--- config.mk ---
export PLATFORM = sky130hd
export DESIGN_NAME = alu_exec_stage_flat
export DESIGN_NICKNAME = d
export VERILOG_FILES = /design/src/rtl/alu_exec_stage_if.sv /design/src/rtl/alu_exec_stage.sv /design/src/flat_wrapper.sv
export SDC_FILE = /design/constraint.sdc
export NUM_CORES = 1
export LEC_CHECK = 0
export CORE_MARGIN = 2
export CORE_UTILIZATION = 57
export CTS_BUF_LIST = sky130_fd_sc_hd__clkbuf_2
export CTS_CLUSTER_SIZE = 40
export DETAILED_ROUTE_END_ITERATION = 10
export PLACE_DENSITY = 0.88
export RECOVER_POWER = 100
export SETUP_SLACK_MARGIN = 0.02
export SLEW_MARGIN = 15
export SYNTH_ARGS = -nofsm -noshare
export SYNTH_HDL_FRONTEND = slang
export SYNTH_SLANG_ARGS = --single-unit
--- constraint.sdc ---
create_clock -name clk -period 2.1 [get_ports clk]
set_input_delay 0.315 -clock clk [delete_from_list [all_inputs] [get_ports clk]]
set_output_delay 0.315 -clock clk [all_outputs]
set_load 0.05 [all_outputs]
--- src/rtl/alu_exec_stage_if.sv ---
// Bus bundle for alu_exec_stage: command, load, ALU drive/return and result channels.
// With ALU_EXEC_STATUS_EN defined the result channel also carries res_zero/res_neg.
interface alu_exec_stage_if #(
  parameter int unsigned REG_AW = 3,
  parameter int unsigned DATA_W = 16
);
  localparam int unsigned SEL_W = 4;

  logic              cmd_valid;
  logic              cmd_ready;
  logic [SEL_W-1:0]  cmd_select;
  logic              cmd_mode;
  logic [REG_AW-1:0] cmd_ra;
  logic [REG_AW-1:0] cmd_rb;
  logic [REG_AW-1:0] cmd_rd;
  logic              cmd_imm_en;
  logic [DATA_W-1:0] cmd_imm;

  logic              ld_valid;
  logic [REG_AW-1:0] ld_addr;
  logic [DATA_W-1:0] ld_data;

  logic [DATA_W-1:0] alu_in_a;
  logic [DATA_W-1:0] alu_in_b;
  logic [SEL_W-1:0]  alu_select;
  logic              alu_mode;
  logic [DATA_W-1:0] alu_result;

  logic              res_valid;
  logic              res_ready;
  logic [DATA_W-1:0] res_data;
  logic [REG_AW-1:0] res_rd;
`ifdef ALU_EXEC_STATUS_EN
  logic              res_zero;
  logic              res_neg;
`endif

  // Execute stage side
  modport slave (
    input  cmd_valid, cmd_select, cmd_mode, cmd_ra, cmd_rb, cmd_rd, cmd_imm_en, cmd_imm,
    input  ld_valid, ld_addr, ld_data,
    input  alu_result, res_ready,
    output cmd_ready, alu_in_a, alu_in_b, alu_select, alu_mode,
    output res_valid, res_data, res_rd
`ifdef ALU_EXEC_STATUS_EN
    , output res_zero, res_neg
`endif
  );

  // Environment side: command source, ALU and result sink
  modport master (
    output cmd_valid, cmd_select, cmd_mode, cmd_ra, cmd_rb, cmd_rd, cmd_imm_en, cmd_imm,
    output ld_valid, ld_addr, ld_data,
    output alu_result, res_ready,
    input  cmd_ready, alu_in_a, alu_in_b, alu_select, alu_mode,
    input  res_valid, res_data, res_rd
`ifdef ALU_EXEC_STATUS_EN
    , input res_zero, res_neg
`endif
  );
endinterface

--- src/rtl/alu_exec_stage.sv ---
// Execute-stage controller: register file, operand registers feeding an external ALU,
// result capture/writeback and a valid/ready result channel. Macro ALU_EXEC_STATUS_EN adds zero/neg flags.
module alu_exec_stage #(
  parameter int unsigned REG_AW = 3,
  parameter int unsigned DATA_W = 16
) (
  input  logic             clk,
  input  logic             rst,
  alu_exec_stage_if.slave  bus,
  output logic [15:0]      op_count
);
  localparam int unsigned NREGS = 2 ** REG_AW;
  localparam int unsigned SEL_W = 4;
  localparam int unsigned CNT_W = 16;

  typedef enum logic [1:0] {
    IDLE = 2'd0,
    EXEC = 2'd1,
    RESP = 2'd2
  } state_t;

  state_t            state_q,     state_d;
  logic [DATA_W-1:0] regs_q [NREGS];
  logic [DATA_W-1:0] regs_d [NREGS];
  logic [DATA_W-1:0] alu_a_q,     alu_a_d;
  logic [DATA_W-1:0] alu_b_q,     alu_b_d;
  logic [SEL_W-1:0]  alu_sel_q,   alu_sel_d;
  logic              alu_mode_q,  alu_mode_d;
  logic [REG_AW-1:0] rd_q,        rd_d;
  logic [DATA_W-1:0] res_data_q,  res_data_d;
  logic [REG_AW-1:0] res_rd_q,    res_rd_d;
  logic              res_valid_q, res_valid_d;
  logic              cmd_ready_q, cmd_ready_d;
  logic [CNT_W-1:0]  op_count_q,  op_count_d;
  logic              wb_en;
`ifdef ALU_EXEC_STATUS_EN
  logic              res_zero_q,  res_zero_d;
  logic              res_neg_q,   res_neg_d;
`endif

  // State and datapath registers; cmd_ready comes up asserted out of reset
  always_ff @(posedge clk) begin
    if (rst) begin
      state_q     <= IDLE;
      regs_q      <= '{default: '0};
      alu_a_q     <= '0;
      alu_b_q     <= '0;
      alu_sel_q   <= '0;
      alu_mode_q  <= 1'b0;
      rd_q        <= '0;
      res_data_q  <= '0;
      res_rd_q    <= '0;
      res_valid_q <= 1'b0;
      cmd_ready_q <= 1'b1;
      op_count_q  <= '0;
`ifdef ALU_EXEC_STATUS_EN
      res_zero_q  <= 1'b0;
      res_neg_q   <= 1'b0;
`endif
    end else begin
      state_q     <= state_d;
      regs_q      <= regs_d;
      alu_a_q     <= alu_a_d;
      alu_b_q     <= alu_b_d;
      alu_sel_q   <= alu_sel_d;
      alu_mode_q  <= alu_mode_d;
      rd_q        <= rd_d;
      res_data_q  <= res_data_d;
      res_rd_q    <= res_rd_d;
      res_valid_q <= res_valid_d;
      cmd_ready_q <= cmd_ready_d;
      op_count_q  <= op_count_d;
`ifdef ALU_EXEC_STATUS_EN
      res_zero_q  <= res_zero_d;
      res_neg_q   <= res_neg_d;
`endif
    end
  end

  // Next state, operand latch, result capture and register-file update
  always_comb begin
    state_d    = state_q;
    regs_d     = regs_q;
    alu_a_d    = alu_a_q;
    alu_b_d    = alu_b_q;
    alu_sel_d  = alu_sel_q;
    alu_mode_d = alu_mode_q;
    rd_d       = rd_q;
    res_data_d = res_data_q;
    res_rd_d   = res_rd_q;
    op_count_d = op_count_q;
    wb_en      = 1'b0;
`ifdef ALU_EXEC_STATUS_EN
    res_zero_d = res_zero_q;
    res_neg_d  = res_neg_q;
`endif

    unique case (state_q)
      IDLE: begin
        if (bus.cmd_valid) begin
          alu_a_d    = regs_q[bus.cmd_ra];
          alu_b_d    = bus.cmd_imm_en ? bus.cmd_imm : regs_q[bus.cmd_rb];
          alu_sel_d  = bus.cmd_select;
          alu_mode_d = bus.cmd_mode;
          rd_d       = bus.cmd_rd;
          state_d    = EXEC;
        end
      end
      EXEC: begin
        res_data_d = bus.alu_result;
        res_rd_d   = rd_q;
        wb_en      = 1'b1;
        op_count_d = op_count_q + CNT_W'(1);
`ifdef ALU_EXEC_STATUS_EN
        res_zero_d = (bus.alu_result == '0);
        res_neg_d  = bus.alu_result[DATA_W-1];
`endif
        state_d    = RESP;
      end
      RESP: begin
        if (bus.res_ready) state_d = IDLE;
      end
      default: state_d = IDLE;
    endcase

    // Writeback is applied after the load so it wins an address collision
    if (bus.ld_valid) regs_d[bus.ld_addr] = bus.ld_data;
    if (wb_en)        regs_d[rd_q]        = bus.alu_result;

    cmd_ready_d = (state_d == IDLE);
    res_valid_d = (state_d == RESP);
  end

  assign bus.cmd_ready  = cmd_ready_q;
  assign bus.alu_in_a   = alu_a_q;
  assign bus.alu_in_b   = alu_b_q;
  assign bus.alu_select = alu_sel_q;
  assign bus.alu_mode   = alu_mode_q;
  assign bus.res_valid  = res_valid_q;
  assign bus.res_data   = res_data_q;
  assign bus.res_rd     = res_rd_q;
  assign op_count       = op_count_q;
`ifdef ALU_EXEC_STATUS_EN
  assign bus.res_zero   = res_zero_q;
  assign bus.res_neg    = res_neg_q;
`endif

endmodule

--- src/flat_wrapper.sv ---
// flat-port wrapper written by rule: the top's interface ports become plain ports
module alu_exec_stage_flat 
#(
  parameter int unsigned REG_AW = 3,
  parameter int unsigned DATA_W = 16
)
  (clk, rst, op_count, bus_cmd_valid, bus_cmd_select, bus_cmd_mode, bus_cmd_ra, bus_cmd_rb, bus_cmd_rd, bus_cmd_imm_en, bus_cmd_imm, bus_ld_valid, bus_ld_addr, bus_ld_data, bus_alu_result, bus_res_ready, bus_cmd_ready, bus_alu_in_a, bus_alu_in_b, bus_alu_select, bus_alu_mode, bus_res_valid, bus_res_data, bus_res_rd);
  alu_exec_stage_if #(.REG_AW(REG_AW), .DATA_W(DATA_W)) bus_i ();
  input  logic clk;
  input  logic rst;
  output logic [15:0] op_count;
  input wire logic [$bits(bus_i.cmd_valid)-1:0] bus_cmd_valid;
  input wire logic [$bits(bus_i.cmd_select)-1:0] bus_cmd_select;
  input wire logic [$bits(bus_i.cmd_mode)-1:0] bus_cmd_mode;
  input wire logic [$bits(bus_i.cmd_ra)-1:0] bus_cmd_ra;
  input wire logic [$bits(bus_i.cmd_rb)-1:0] bus_cmd_rb;
  input wire logic [$bits(bus_i.cmd_rd)-1:0] bus_cmd_rd;
  input wire logic [$bits(bus_i.cmd_imm_en)-1:0] bus_cmd_imm_en;
  input wire logic [$bits(bus_i.cmd_imm)-1:0] bus_cmd_imm;
  input wire logic [$bits(bus_i.ld_valid)-1:0] bus_ld_valid;
  input wire logic [$bits(bus_i.ld_addr)-1:0] bus_ld_addr;
  input wire logic [$bits(bus_i.ld_data)-1:0] bus_ld_data;
  input wire logic [$bits(bus_i.alu_result)-1:0] bus_alu_result;
  input wire logic [$bits(bus_i.res_ready)-1:0] bus_res_ready;
  output wire logic [$bits(bus_i.cmd_ready)-1:0] bus_cmd_ready;
  output wire logic [$bits(bus_i.alu_in_a)-1:0] bus_alu_in_a;
  output wire logic [$bits(bus_i.alu_in_b)-1:0] bus_alu_in_b;
  output wire logic [$bits(bus_i.alu_select)-1:0] bus_alu_select;
  output wire logic [$bits(bus_i.alu_mode)-1:0] bus_alu_mode;
  output wire logic [$bits(bus_i.res_valid)-1:0] bus_res_valid;
  output wire logic [$bits(bus_i.res_data)-1:0] bus_res_data;
  output wire logic [$bits(bus_i.res_rd)-1:0] bus_res_rd;
  assign bus_i.cmd_valid = bus_cmd_valid;
  assign bus_i.cmd_select = bus_cmd_select;
  assign bus_i.cmd_mode = bus_cmd_mode;
  assign bus_i.cmd_ra = bus_cmd_ra;
  assign bus_i.cmd_rb = bus_cmd_rb;
  assign bus_i.cmd_rd = bus_cmd_rd;
  assign bus_i.cmd_imm_en = bus_cmd_imm_en;
  assign bus_i.cmd_imm = bus_cmd_imm;
  assign bus_i.ld_valid = bus_ld_valid;
  assign bus_i.ld_addr = bus_ld_addr;
  assign bus_i.ld_data = bus_ld_data;
  assign bus_i.alu_result = bus_alu_result;
  assign bus_i.res_ready = bus_res_ready;
  assign bus_cmd_ready = bus_i.cmd_ready;
  assign bus_alu_in_a = bus_i.alu_in_a;
  assign bus_alu_in_b = bus_i.alu_in_b;
  assign bus_alu_select = bus_i.alu_select;
  assign bus_alu_mode = bus_i.alu_mode;
  assign bus_res_valid = bus_i.res_valid;
  assign bus_res_data = bus_i.res_data;
  assign bus_res_rd = bus_i.res_rd;
  alu_exec_stage #(.REG_AW(REG_AW), .DATA_W(DATA_W)) u_core (.clk(clk), .rst(rst), .bus(bus_i), .op_count(op_count));
endmodule
==> results.md <==
* Crit. End Element: primary output
* IO buf count at 144
* Synthesis Warnings at 0
* Syn_nets at 1163
* Worst Path Max Fanout at 2
* Deepest clock path buffer count at 3
* H-tree depth at 2
* Min Tclk post-route at 2.04 ns
* Maxcap violations at 0
* Switching Share at 0.326
* Area growth, synth to finish at 18.1%
* Setup bufs post-CTS at 0
* Internal Power at approximately 0.0056 W
* Part of the cycle the worst path needs at 0.972
* Core box area at 18600 um2
* Fin nets at 1272
* Power per cell area at 648 nW/um2
* Core Util, Final at 0.685
* Top routing layer used: met4
* Layout cells sized above 1 at 0.168
* Initial core utilization at 0.580
* Critical path's largest stage delay at between 0.5 and 0.6 ns
* Max-slew violations at 0
* Fmax at 490 MHz
* DR WL met3 at 4.20 mm
* Sink Count at 207
* Final Setup Violations at 0
* First-pass GRT wire length at 50.8 mm
* VDD IR max at 0.329 mV
* Wirelength per Cell at 22.4 um
* Initial antenna violation count at 3
* Sequential area share after synthesis at 0.383
* CP Launch Type: register
* CTS tree: done
* Total CTS buffers at 49
* WS Path Type: register to primary output
* Arr. time, crit path at around 1.7 ns
* Status: completed
* Post-Synthesis Cells at 1091
* Required @ worst endpoint at between 1.5 and 2 ns
* RD Place Congestion at 0.864
* Drt drc at 0
* Vias per cell at 6.61
* Pin count of the biggest net entering global routing at 85
* Slew @ Worst Pin at 0.828 ns
* Clock share of power at 0.306
* Post-DRT Antenna Nets at 0
* Rows at 50
* P_sw at 0.00270 W
* Final Cell Area at 12800 um2
* Crit path max-delay cell type: dlygate4sd2_1
* Reg clk slew, reported paths at 0.10 ns
* Combinational power share at 0.183
* Router iterations before antenna repair at 6
* DP Wirelength at between 20 and 25 mm
* Synthesis-stage register bit count at 207
* Die area at about 20000 um2
* Die Y at 142 um
* CP bufs+invs at 1
* Met1 Routed Length at between 10 and 15 mm
* Gr usage total at 0.321
* Final non-filler cell total at 1474
* Clk_skew at 0.0595 ns
* Overall power at 0.00828 W
* Sequential share of power at 0.512
* Final wirelength at 33.0 mm
* Routed vias at 9742
* PnR worst setup slack at 0.0598 ns
* Hold crit path type: input pin to register
* Clk_lat worst skew at 0.81 ns
* Worst slew margin at 0.448
* Unique masters post-synth at 41
* DR WL met2 at 15.1 mm
* Vias in the first global route at 9539
* Register-to-register setup slack at 0.08 ns
* Final Hold Viols at 0
* Grt total ovfl at 0
* Placed inst area at 12500 um2
* Die W at roughly 140 um
* Root Buffer Master: clkbuf_2
* Synthesized cell area at 10800 um2
* Placed cells at 1382
* RSZ-0062 raised after global routing: false
* Syn Area/Cell at approximately 9.9 um2
* Iter 0 DRT Violations at approximately 1.3k
* Setup WS pre-CTS at -0.0602 ns
* Pleak at ~5.2 nW
* CP top delay family: buffers and inverters
* Num ports at 145
* CP cell instances: dlygate4sd2_1
-- worst reg2reg max path: cells and delay by family (launching register included) --
| kind | cells | cell delay, ns |
|---|---|---|
| flip-flops | 1 | 0.60 |
| buffers and inverters | 1 | 0.56 |
| AND/OR/NAND/NOR | 3 | 0.45 |
| AO/OA/AOI/OAI | 1 | 0.33 |
-- worst paths after layout --
kind	end	depth (start not counted)	start
min reg2reg	u_core.bus.alu_select[0]$_SDFFE_PP0P_	2	u_core.bus.alu_select[0]$_SDFFE_PP0P_
min	u_core.bus.alu_select[0]$_SDFFE_PP0P_	3	bus_cmd_select[0]
max	bus_alu_in_a[7]	1	u_core.bus.alu_in_a[7]$_SDFFE_PP0P_
max reg2reg	u_core.regs_q[93]$_SDFF_PP0_	5	u_core.state_q[1]$_SDFF_PP0_
-- repair_timing --
item                       in CTS  in global routing
hold buffers                    1                  0
gates cloned                    0                  0
pin swaps                       0                  0
hold endpoints to repair       31                  0
setup endpoints to repair      74                 32
gates resized for setup       116                 37
-- stage by stage --
step | hold WS [ns] | setup TNS, ns
2_1_floorplan | 0.451 | 0
3_3_place_gp | 0.441 | -0.0190
3_5_place_dp | 0.446 | -0.379
4_1_cts | 0.0286 | 0
5_1_grt | 0.0260 | 0
6_report | 0.0524 | 0
-- routing by layer --
metal | global-route usage | vias to the layer above
li1 | - | 4247
met1 | 0.412 | 4670
met2 | 0.507 | 694
met3 | 0.0881 | 131
met4 | 0.153 | 0
met5 | 0 | -
-- registers in the layout, indices dropped and copies added, names as in the netlist, 2 cells and up --
| name | cells |
|---|---|
| u_core.regs_q | 128 |
| u_core.bus.alu_in_a | 16 |
| u_core.bus.alu_in_b | 16 |
| u_core.bus.res_data | 16 |
| u_core.op_count | 16 |
| u_core.bus.alu_select | 4 |
| u_core.bus.res_rd | 3 |
| u_core.rd_q | 3 |
| u_core.state_q | 2 |
-- layout make-up --
cell class | count | area (um2)
antenna | 4 | 10.0
multi-input combinational | 750 | 5990
tap | 234 | 293
sequential | 207 | 4140
clock buffer | 67 | 335
timing repair buffer | 192 | 1920
clock inverter | 20 | 81.3
fill | 1321 | 5870
-- power by group through the flow --
stage | logic, W | registers, W | clock network (W)
floorplan | 0.000766 | 0.00452 | 0
global placement | 0.00152 | 0.00431 | 0
detailed placement | 0.00155 | 0.00432 | 0
CTS | 0.00151 | 0.00423 | 0.00254
global route | 0.00158 | 0.00425 | 0.00275
finish | 0.00151 | 0.00424 | 0.00253
-- placed cells by master, fill, tap and decap left out, types with 16 or more instances in the layout --
cell               n
o22ai_1           16
mux4_2            38
mux2i_1          128
clkdlybuf4s15_2   18
a21oi_1           47
nand2_1           81
buf_12            18
mux2_2            18
mux4_1            26
dlygate4sd2_1     32
nor2_1           165
o211ai_1          16
a211oi_1         128
nor3_1            17
nand2b_1          18
clkbuf_2          78
clkdlybuf4s50_1   67
dfxtp_1          207
-- kinds of logic after synthesis --
group	Yosys count	share of synthesized area
flops	207	0.383
mux	210	0.279
simple gates	319	0.131
xor+xnor	11	0.00890
fa+ha+maj	1	0.00116
compound gates	209	0.138
buf+inv	134	0.0590
-- cell usage after synthesis, drive strengths merged --
library cell | count | area share
dfxtp | 207 | 0.38
nor2 | 165 | 0.057
a211oi | 128 | 0.089
mux2i | 128 | 0.12
clkbuf | 84 | 0.029
nand2 | 81 | 0.028
mux4 | 64 | 0.14
buf | 50 | 0.029
a21oi | 47 | 0.022
mux2 | 18 | 0.019
nand2b | 18 | 0.010
nor3 | 18 | 0.0094
o211ai | 16 | 0.017
o22ai | 16 | 0.0093
nand4 | 9 | 0.0058
xor2 | 7 | 0.0057
nand3 | 6 | 0.0028
nor2b | 5 | 0.0029
xnor2 | 4 | 0.0032
nand4b | 3 | 0.0024
nor3b | 3 | 0.0030
and3 | 2 | 0.0012
and4 | 2 | 0.0016
and4bb | 2 | 0.0023
o21ai | 2 | 0.00093
or3 | 2 | 0.0012
and4b | 1 | 0.00093
ha | 1 | 0.0012
nand3b | 1 | 0.00069
nor4b | 1 | 0.00081
(Power assumes the default switching activity.)
